<file path="config.mk">
export PLATFORM = sky130hd
export DESIGN_NAME = rgb_frame_writer
export DESIGN_NICKNAME = d
export VERILOG_FILES = /design/src/rtl/rgb_frame_writer.sv
export SDC_FILE = /design/constraint.sdc
export NUM_CORES = 1
export LEC_CHECK = 0
export CAP_MARGIN = 20
export CORE_MARGIN = 3
export CORE_UTILIZATION = 45
export DETAILED_ROUTE_END_ITERATION = 8
export SLEW_MARGIN = 20
export SYNTH_ARGS = -nofsm -noshare
export SYNTH_HDL_FRONTEND = slang
export SYNTH_SLANG_ARGS = --single-unit
export TNS_END_PERCENT = 30
</file>
<file path="constraint.sdc">
create_clock -name clk -period 6.2 [get_ports clk]
set_input_delay 1.55 -clock clk [delete_from_list [all_inputs] [get_ports clk]]
set_output_delay 1.55 -clock clk [all_outputs]
set_load 0.01 [all_outputs]
</file>
<file path="src/rtl/rgb_frame_writer.sv">
// rgb_frame_writer: final pipeline stage that packs 8-bit R/G/B pixels into
// 32-bit words {8'h00,R,G,B} and writes them to frame memory over a
// request/acknowledge port, through a small elastic FIFO.
// Optional feature macro: RGB_WRITER_DOUBLE_BUFFER_EN (ping-pong frame base).
module rgb_frame_writer #(
  parameter int          width     = 320,
  parameter int          height    = 240,
  parameter logic [31:0] baseAddr  = 32'h0,
  parameter int          fifoDepth = 16
) (
  input  logic        clk,
  input  logic        reset_n,
  input  logic        iValid,
  input  logic [7:0]  iR,
  input  logic [7:0]  iG,
  input  logic [7:0]  iB,
  input  logic        iDone,
  input  logic        iWrAck,
  output logic        oWrReq,
  output logic [31:0] oWrAddress,
  output logic [31:0] oWrData,
  output logic [31:0] oPixelCnt,
  output logic        oFrameDone,
  output logic        oOverflow,
  output logic        oBusy
`ifdef RGB_WRITER_DOUBLE_BUFFER_EN
  ,
  output logic        oBufSel
`endif
);

  localparam int                frameSize  = width * height;
  localparam logic [31:0]       frameSizeW = 32'(frameSize);
  localparam int                ptrW       = $clog2(fifoDepth);
  localparam int                cntW       = ptrW + 1;
  localparam logic [cntW-1:0]   depthW     = cntW'(fifoDepth);

  typedef enum logic [1:0] {
    ST_IDLE,
    ST_STREAM,
    ST_FLUSH
  } state_e;

  state_e            state_q, state_d;
  logic [23:0]       mem_q [fifoDepth];
  logic [23:0]       mem_d [fifoDepth];
  logic [ptrW-1:0]   wr_ptr_q, wr_ptr_d;
  logic [ptrW-1:0]   rd_ptr_q, rd_ptr_d;
  logic [cntW-1:0]   count_q, count_d;
  logic [cntW-1:0]   flush_left_q, flush_left_d;
  logic [31:0]       addr_q, addr_d;
  logic [31:0]       pix_cnt_q, pix_cnt_d;
  logic              overflow_q, overflow_d;
  logic              push, pop, frame_end;
  logic [31:0]       next_base;
  logic [31:0]       remaining;

  // Request generation: in STREAM any queued word may go out; in FLUSH only
  // the words that still belong to the frame being closed (flush_left).
  always_comb begin
    oWrReq = 1'b0;
    case (state_q)
      ST_STREAM: oWrReq = (count_q != '0);
      ST_FLUSH:  oWrReq = (flush_left_q != '0);
      default:   oWrReq = 1'b0;
    endcase
    frame_end = (state_q == ST_FLUSH) && (flush_left_q == '0);
    pop       = oWrReq && iWrAck;
    push      = iValid && ((count_q < depthW) || pop);
  end

`ifdef RGB_WRITER_DOUBLE_BUFFER_EN
  logic buf_sel_q, buf_sel_d;

  // Buffer select flips at every frame completion; the next frame base follows it.
  always_comb begin
    buf_sel_d = buf_sel_q;
    if (frame_end) begin
      buf_sel_d = ~buf_sel_q;
    end
    next_base = buf_sel_d ? (baseAddr + frameSizeW) : baseAddr;
  end

  // Buffer select register.
  always_ff @(posedge clk or negedge reset_n) begin
    if (!reset_n) begin
      buf_sel_q <= 1'b0;
    end else begin
      buf_sel_q <= buf_sel_d;
    end
  end

  assign oBufSel = buf_sel_q;
`else
  assign next_base = baseAddr;
`endif

  // FIFO storage, pointers, address/pixel counters and sticky overflow.
  always_comb begin
    mem_d      = mem_q;
    wr_ptr_d   = wr_ptr_q;
    rd_ptr_d   = rd_ptr_q;
    count_d    = count_q;
    addr_d     = addr_q;
    pix_cnt_d  = pix_cnt_q;
    overflow_d = overflow_q | (iValid & ~push);
    if (push) begin
      mem_d[wr_ptr_q] = {iR, iG, iB};
      wr_ptr_d        = wr_ptr_q + 1'b1;
    end
    if (pop) begin
      rd_ptr_d  = rd_ptr_q + 1'b1;
      addr_d    = addr_q + 32'd1;
      pix_cnt_d = pix_cnt_q + 32'd1;
    end
    if (push && !pop) begin
      count_d = count_q + 1'b1;
    end else if (!push && pop) begin
      count_d = count_q - 1'b1;
    end
    if (frame_end) begin
      addr_d    = next_base;
      pix_cnt_d = '0;
    end
  end

  // Frame state machine. On entry to FLUSH the words still owed to this
  // frame are latched, capped so the frame never exceeds frameSize words;
  // anything pushed afterwards is kept for the next frame. IDLE also leaves
  // on a non-empty FIFO so pixels queued during FLUSH are not stranded.
  always_comb begin
    state_d      = state_q;
    flush_left_d = flush_left_q;
    remaining    = frameSizeW - pix_cnt_d;
    case (state_q)
      ST_IDLE: begin
        if (iValid || (count_q != '0)) begin
          state_d = ST_STREAM;
        end
      end
      ST_STREAM: begin
        if ((pop && (pix_cnt_q + 32'd1 == frameSizeW)) || iDone) begin
          state_d = ST_FLUSH;
          if (32'(count_d) <= remaining) begin
            flush_left_d = count_d;
          end else begin
            flush_left_d = remaining[cntW-1:0];
          end
        end
      end
      ST_FLUSH: begin
        if (pop) begin
          flush_left_d = flush_left_q - 1'b1;
        end
        if (frame_end) begin
          state_d = ST_IDLE;
        end
      end
      default: state_d = ST_IDLE;
    endcase
  end

  // State and datapath registers; reset drops all queued words immediately.
  always_ff @(posedge clk or negedge reset_n) begin
    if (!reset_n) begin
      state_q      <= ST_IDLE;
      mem_q        <= '{default: '0};
      wr_ptr_q     <= '0;
      rd_ptr_q     <= '0;
      count_q      <= '0;
      flush_left_q <= '0;
      addr_q       <= baseAddr;
      pix_cnt_q    <= '0;
      overflow_q   <= 1'b0;
    end else begin
      state_q      <= state_d;
      mem_q        <= mem_d;
      wr_ptr_q     <= wr_ptr_d;
      rd_ptr_q     <= rd_ptr_d;
      count_q      <= count_d;
      flush_left_q <= flush_left_d;
      addr_q       <= addr_d;
      pix_cnt_q    <= pix_cnt_d;
      overflow_q   <= overflow_d;
    end
  end

  assign oWrAddress = addr_q;
  assign oWrData    = (count_q != '0) ? {8'h00, mem_q[rd_ptr_q]} : 32'h0;
  assign oPixelCnt  = pix_cnt_q;
  assign oFrameDone = frame_end;
  assign oOverflow  = overflow_q;
  assign oBusy      = (state_q != ST_IDLE);

endmodule

</file>
### Word-level counts from Yosys, hierarchy flattened

Index checks and enable logic that the tools add are counted.

* flip-flop bits (word level): 469
* output and inout port bits: 100

* add/sub/neg operators: 8
* $lt $le $gt $ge: 5
* equal/unequal tests: 7
* mux-type cells: 22
* bitwise operators: 5
* reductions and logical operators: 21

Operator list (count)
* 384-bit bitwise mux: 1
* 32-bit 2-to-1 mux: 4
* 24-bit binary-select mux with 4-bit select: 1
* 24-bit demux with 4-bit select: 1
* 24-bit 2-to-1 mux: 4
* 32-bit by 1-bit adder with 32-bit output, second input constant: 2
* 32-bit by 17-bit equality test with 1-bit output, second input constant: 1
* 5-bit by 32-bit less-or-equal comparator with 1-bit output: 1
* 17-bit by 32-bit subtractor with 32-bit output, first input constant: 1
* 5-bit 2-to-1 mux: 5
* 5-bit >= comparator, second input constant: 2
* 4-bit NOT with 5-bit output: 2
* 5-bit one-hot mux with 2 select lines: 1
* 5-bit nonzero test: 2
* 5-bit by 1-bit subtractor with 5-bit output, second input constant: 2
* 4-bit by 1-bit adder with 4-bit output, second input constant: 2
* 2-bit inequality test, second input constant: 4
* 1-bit logical AND: 7
* 2-bit 2-to-1 mux: 3
* 2-bit one-hot mux with 3 select lines: 1
* 3-bit AND reduction: 2
* 2-bit nonzero test: 3
* 5-bit by 1-bit adder with 5-bit output, second input constant: 1
* 5-bit zero test: 1
* 11 further kinds: 14

### Logic depth before layout (Yosys ltp)

* depth after elaboration: 13
* gate-level depth with buffers: 24

### Least setup slack after synthesis

Ideal clock, no wire load.

* path kind: in2reg
* from: input iWrAck
* to: register flush_left_q[3]
* library setup time: 0.124 ns
* data arrival time: 5.192 ns
* data required time: 6.076 ns
* path slack: 0.884 ns
* stages on the path: 21
* path buffers: 4
* path through: nand3_1 o21a_1 buf_6 buf_4 buf_4 clkbuf_1 or3_1 a21oi_1 nor2_1 xor2_1 ha_1 inv_1 a21oi_1 o22a_1 o221ai_1 nor4_1 and3_1 o2111a_1 nand4_2 and2_1 o31a_1

* elaborated cells on any way between the ends: 21

RTL lines
* start: declaration: RTL line 18 `input logic iWrAck,`
* 1-bit logical AND *: RTL line 68 `pop = oWrReq && iWrAck;`
* 32-bit 2-to-1 mux *: RTL line 111 `if (pop) begin`
* 32-bit 2-to-1 mux *: RTL line 121 `if (frame_end) begin`
* net pix_cnt_d[3]: RTL line 52 `logic [31:0] pix_cnt_q, pix_cnt_d;`
* 17-bit by 32-bit subtractor with 32-bit output *: RTL line 134 `remaining = frameSizeW - pix_cnt_d;`
* 5-bit by 32-bit less-or-equal comparator with 1-bit output: RTL line 144 `if (32'(count_d) <= remaining) begin`
* 5-bit 2-to-1 mux *: RTL line 144
* 5-bit 2-to-1 mux *: RTL line 142 `if ((pop && (pix_cnt_q + 32'd1 == frameSizeW)) || iDone) begin`
* 5-bit one-hot mux with 2 select lines *: RTL line 135 `case (state_q)`
* end signal: assignment: RTL line 181 `flush_left_q <= flush_left_d;`
* end: declaration: RTL line 50 `logic [cntW-1:0] flush_left_q, flush_left_d;`

Mark *: on every way through the listed nets, which the timed path passes. The rest lies on a longest branch. The select of a mux whose other input is x is not followed.
A chain may end at the register's enable or synchronous reset.

### Worst setup path after layout

* from: input iWrAck
* to: register flush_left_q[3]

* cells in the longest elaborated chain, start to end: 11
* elaborated cells on any way between the ends: 21

Ends and longest elaborated chain (RTL line)
* 1-bit logical AND *: 68
* branches (longest 10 deep; another with 17-bit by 32-bit subtractor with 32-bit output)

Every way passes the cells marked *. The select of a mux whose other input is x is not followed.

==> impl_results.md <==
* Post-DP HPWL at 40.2 mm
* Synth Area in Adders at 1.14%
* Slew margin rel. at 36.7%
* Max IR drop VDD at 0.240 mV
* Filler instances at 4474
* RR Startpoint: state_q[0]$_DFFE_PN0P_
* Post-Layout Cell Count at 2711
* Chip width at 238 microns
* PortBufs at 120
* Dpl ws at 0.0820 ns
* Startpoint Class: input port
* EDFF count, synth at 0
* RSZ-0062 raised after global routing: no
* Fmax at 0.180 GHz
* R2R cell count at 20
* Family with the most delay on the worst path: compound AO/OA/AOI/OAI gates
* R2R Path End: flush_left_q[3]$_DFFE_PN0P_
* R2r setup slk at 1.05 ns
* Worst Hold Class: flip-flop to flip-flop
* Vias in the first global route at 16400
* GRT overflow at 0
* Critical Path Fanout Max at 7
* 1st-pass router iterations at 5
* CTS tree: built
* Crit-path slowest cell: clkdlybuf4s50_1
* Setup-failing EPs final at 0
* Final worst-path cycle share at 89.8%
* Initial Util at 45.7%
* Die area at 0.0565 sq mm
* Most common cell in the netlist: dfrtp_1
* Core ar. at 0.0529 sq mm
* Area growth from synthesis to layout at 16.4%
* Synth area leaders: dfrtp_1 49%, mux2_2 18%, mux4_2 11%
* # Max-Cap Violations at 0
* Post_cts resized at 0
* Layout cell share with drive strength beyond 1 at 35.0%
* Post-Syn Instances at 1880
* Worst-Skew Late Latency at 0.62 ns
* Mux cell area share after synthesis at 29.8%
* Fin util at 53.2%
* Measured slew at the worst slew-check pin at 0.944 ns
* Hold_sp: mem_q[9]$_DFFE_PN0P_
* Post-synth top area cell: dfrtp_1
* Min Tclk post-route at 5.57 ns
* Synth Area in Compound Gates at 5.16%
* Number of hold buffers added after cts at 0
* Final hold vios at 0
* Biggest cell delay along the critical path at 0.60 ns
* Seq cells post-synth at 469
* Largest family of logic cells by synthesized area: multiplexers
* Hold endpoint: mem_q[9]$_DFFE_PN0P_
* Routed len/inst at 22.6 microns
* DR vias at 16000
* CP Class: input port to flip-flop
* Cells on Worst Hold Path at 1
* Sum Neg Setup Slack at 0 ns
* CTS Buffer Depth at 3
* Req. time, crit path at 6.67 ns
* Status: finished clean
* WP depth at 19
* Tot GR Track Use at 21.6%
* First-pass GRT wire length at 96.7 mm
* Post-route ant nets at 0
* Fin nets at 2035
* Prevailing post-synth register cell: dfrtp_1
* Initial antenna violation count at 1
* # DRC at 0
* Buf+Inv Stages, Crit Path at 2
* Power Density at 436 mW/mm^2
* Arrival time at the worst endpoint at 6.04 ns
* Root Driver: clkbuf_16
* Post-synthesis simple-gate area fraction at 9.80%
* Netlist Area Pre-Place at 0.0242 sq mm
* Synth top area share at 48.6%
* Post-CTS Setup Bufs at 0
* Total wire length at 61.3 mm
* Yosys warning count at 0
* Slew Viols, Final at 0
* Syn Area/Cell at 12.9 sq um
* Max Clock Skew at 0.0389 ns
* Placed cell count at 2617
* Critical path capture point type: flip-flop
* Worst setup margin at 0.630 ns
* Die H at 238 microns
* Largest net degree at the start of global routing at 153
* Asr flop ratio synth at 100%
* Clock slew at reported path FFs at 0.06 ns
* Num rows at 84
* H-tree levels at 2
* Static leakage at 12.6 nW
* Cell-by-cell trace of the critical path: clkdlybuf4s50_1, nand3_1, o21ai_1, o221ai_1, ha_1, inv_1, ha_1, nor2b_1, o21a_1, o21ai_0, a21oi_1, o22a_1, o221ai_1, nor4_1, and3_1, o2111a_1, nand4_2, and2_1, o31a_1
* Vias per inst at 5.89
* Sequential-to-total area share from yosys stat at 48.6%
* Synth Area in XOR/XNOR at 2.03%
* Routability congestion estimate at 0.898
* Sink Count at 469
* Iter 0 DRT Violations at 1030
* IO Count at 129
* Synth top cells by count: 469 x dfrtp_1, 386 x mux2_2, 120 x mux4_2, 105 x clkbuf_1, 85 x nor2_1
* Yosys cell types at 93
* CTS Buf Count at 53
-- worst max-delay path by stage --
| stage | startpoint | end |
|---|---|---|
| final | iWrAck | flush_left_q[3]$_DFFE_PN0P_ |
| after CTS | iWrAck | flush_left_q[3]$_DFFE_PN0P_ |
| after global placement | iWrAck | flush_left_q[3]$_DFFE_PN0P_ |
| after floorplan | iWrAck | flush_left_q[3]$_DFFE_PN0P_ |
| after global routing | iWrAck | flush_left_q[3]$_DFFE_PN0P_ |
| after detailed placement | iWrAck | flush_left_q[3]$_DFFE_PN0P_ |
-- per-stage QoR --
| stage | power, W | hold slack (ns) | cell area, sq um |
|---|---|---|---|
| floorplan | 0.00762 | 0.474 | 24200 |
| global placement | 0.00901 | 0.481 | 26300 |
| detailed placement | 0.00912 | 0.487 | 26300 |
| CTS | 0.0124 | 0.500 | 28100 |
| global route | 0.0130 | 0.507 | 28100 |
| finish | 0.0123 | 0.499 | 28100 |
-- report_power, final --
group | switching, W | internal [W] | leakage (nW)
sequential | 0.000668 | 0.00407 | 6.23
clock | 0.00130 | 0.00191 | 0.871
combinational | 0.00182 | 0.00250 | 5.48
total | 0.00379 | 0.00847 | 12.6
-- cell usage in the layout, fill, tap and decap left out, types with 11 or more instances in the layout --
master | Yosys | routed
a21oi_1 | 40 | 39
nor4_1 | 19 | 19
xnor2_1 | 22 | 22
nor2_1 | 85 | 85
ha_1 | 22 | 22
and4_1 | 11 | 11
clkdlybuf4s50_1 | 0 | 119
xor2_1 | 34 | 34
mux4_2 | 120 | 120
nand3_2 | 1 | 13
nand2_1 | 70 | 70
mux2_2 | 386 | 386
clkbuf_8 | 0 | 13
dfrtp_1 | 469 | 466
buf_4 | 12 | 73
inv_1 | 39 | 39
nand4_1 | 36 | 36
mux2i_1 | 15 | 15
nor2b_1 | 31 | 31
clkbuf_16 | 0 | 53
nor3_1 | 24 | 24
or3_1 | 15 | 15
o21ai_0 | 37 | 37
nand3_1 | 53 | 41
and2_1 | 14 | 14
clkbuf_1 | 105 | 13
and3_1 | 23 | 23
-- layer usage --
layer  global-route usage, %  vias up  part of all wire [%]
met2                    36.2      400                    49
met5                       0        -                     0
met1                    29.5     8266                    44
met4                    6.64        0                   2.7
met3                    3.10      100                   4.2
li1                        -     7189                     -
-- cell type report --
cell class                      count  area, sq um  share of cell area, %
Sequential cell                   469        11700                   41.7
Multi-Input combinational cell   1217        11700                   41.5
Timing Repair Buffer              199         1870                   6.66
Clock buffer                       79         1550                   5.52
Tap cell                          688          861                   3.06
Clock inverter                     14          244                  0.867
Inverter                           44          165                  0.587
Antenna cell                        1         2.50                0.00889
-- registers in the layout, indices dropped and copies added, names as in the netlist --
register / cells
state_q: 2
count_q: 5
flush_left_q: 5
oPixelCnt: 32
rd_ptr_q: 4
oOverflow: 1
wr_ptr_q: 4
oWrAddress: 32
mem_q: 384
-- cells by family after synthesis --
family,after synthesis
AO/OA/AOI/OAI,178
XOR/XNOR,56
adder cells (fa/ha/maj),22
buffers and inverters,201
flip-flops,469
multiplexers,522
other,1
AND/OR/NAND/NOR,431
Power figures use the tool's default switching activity.
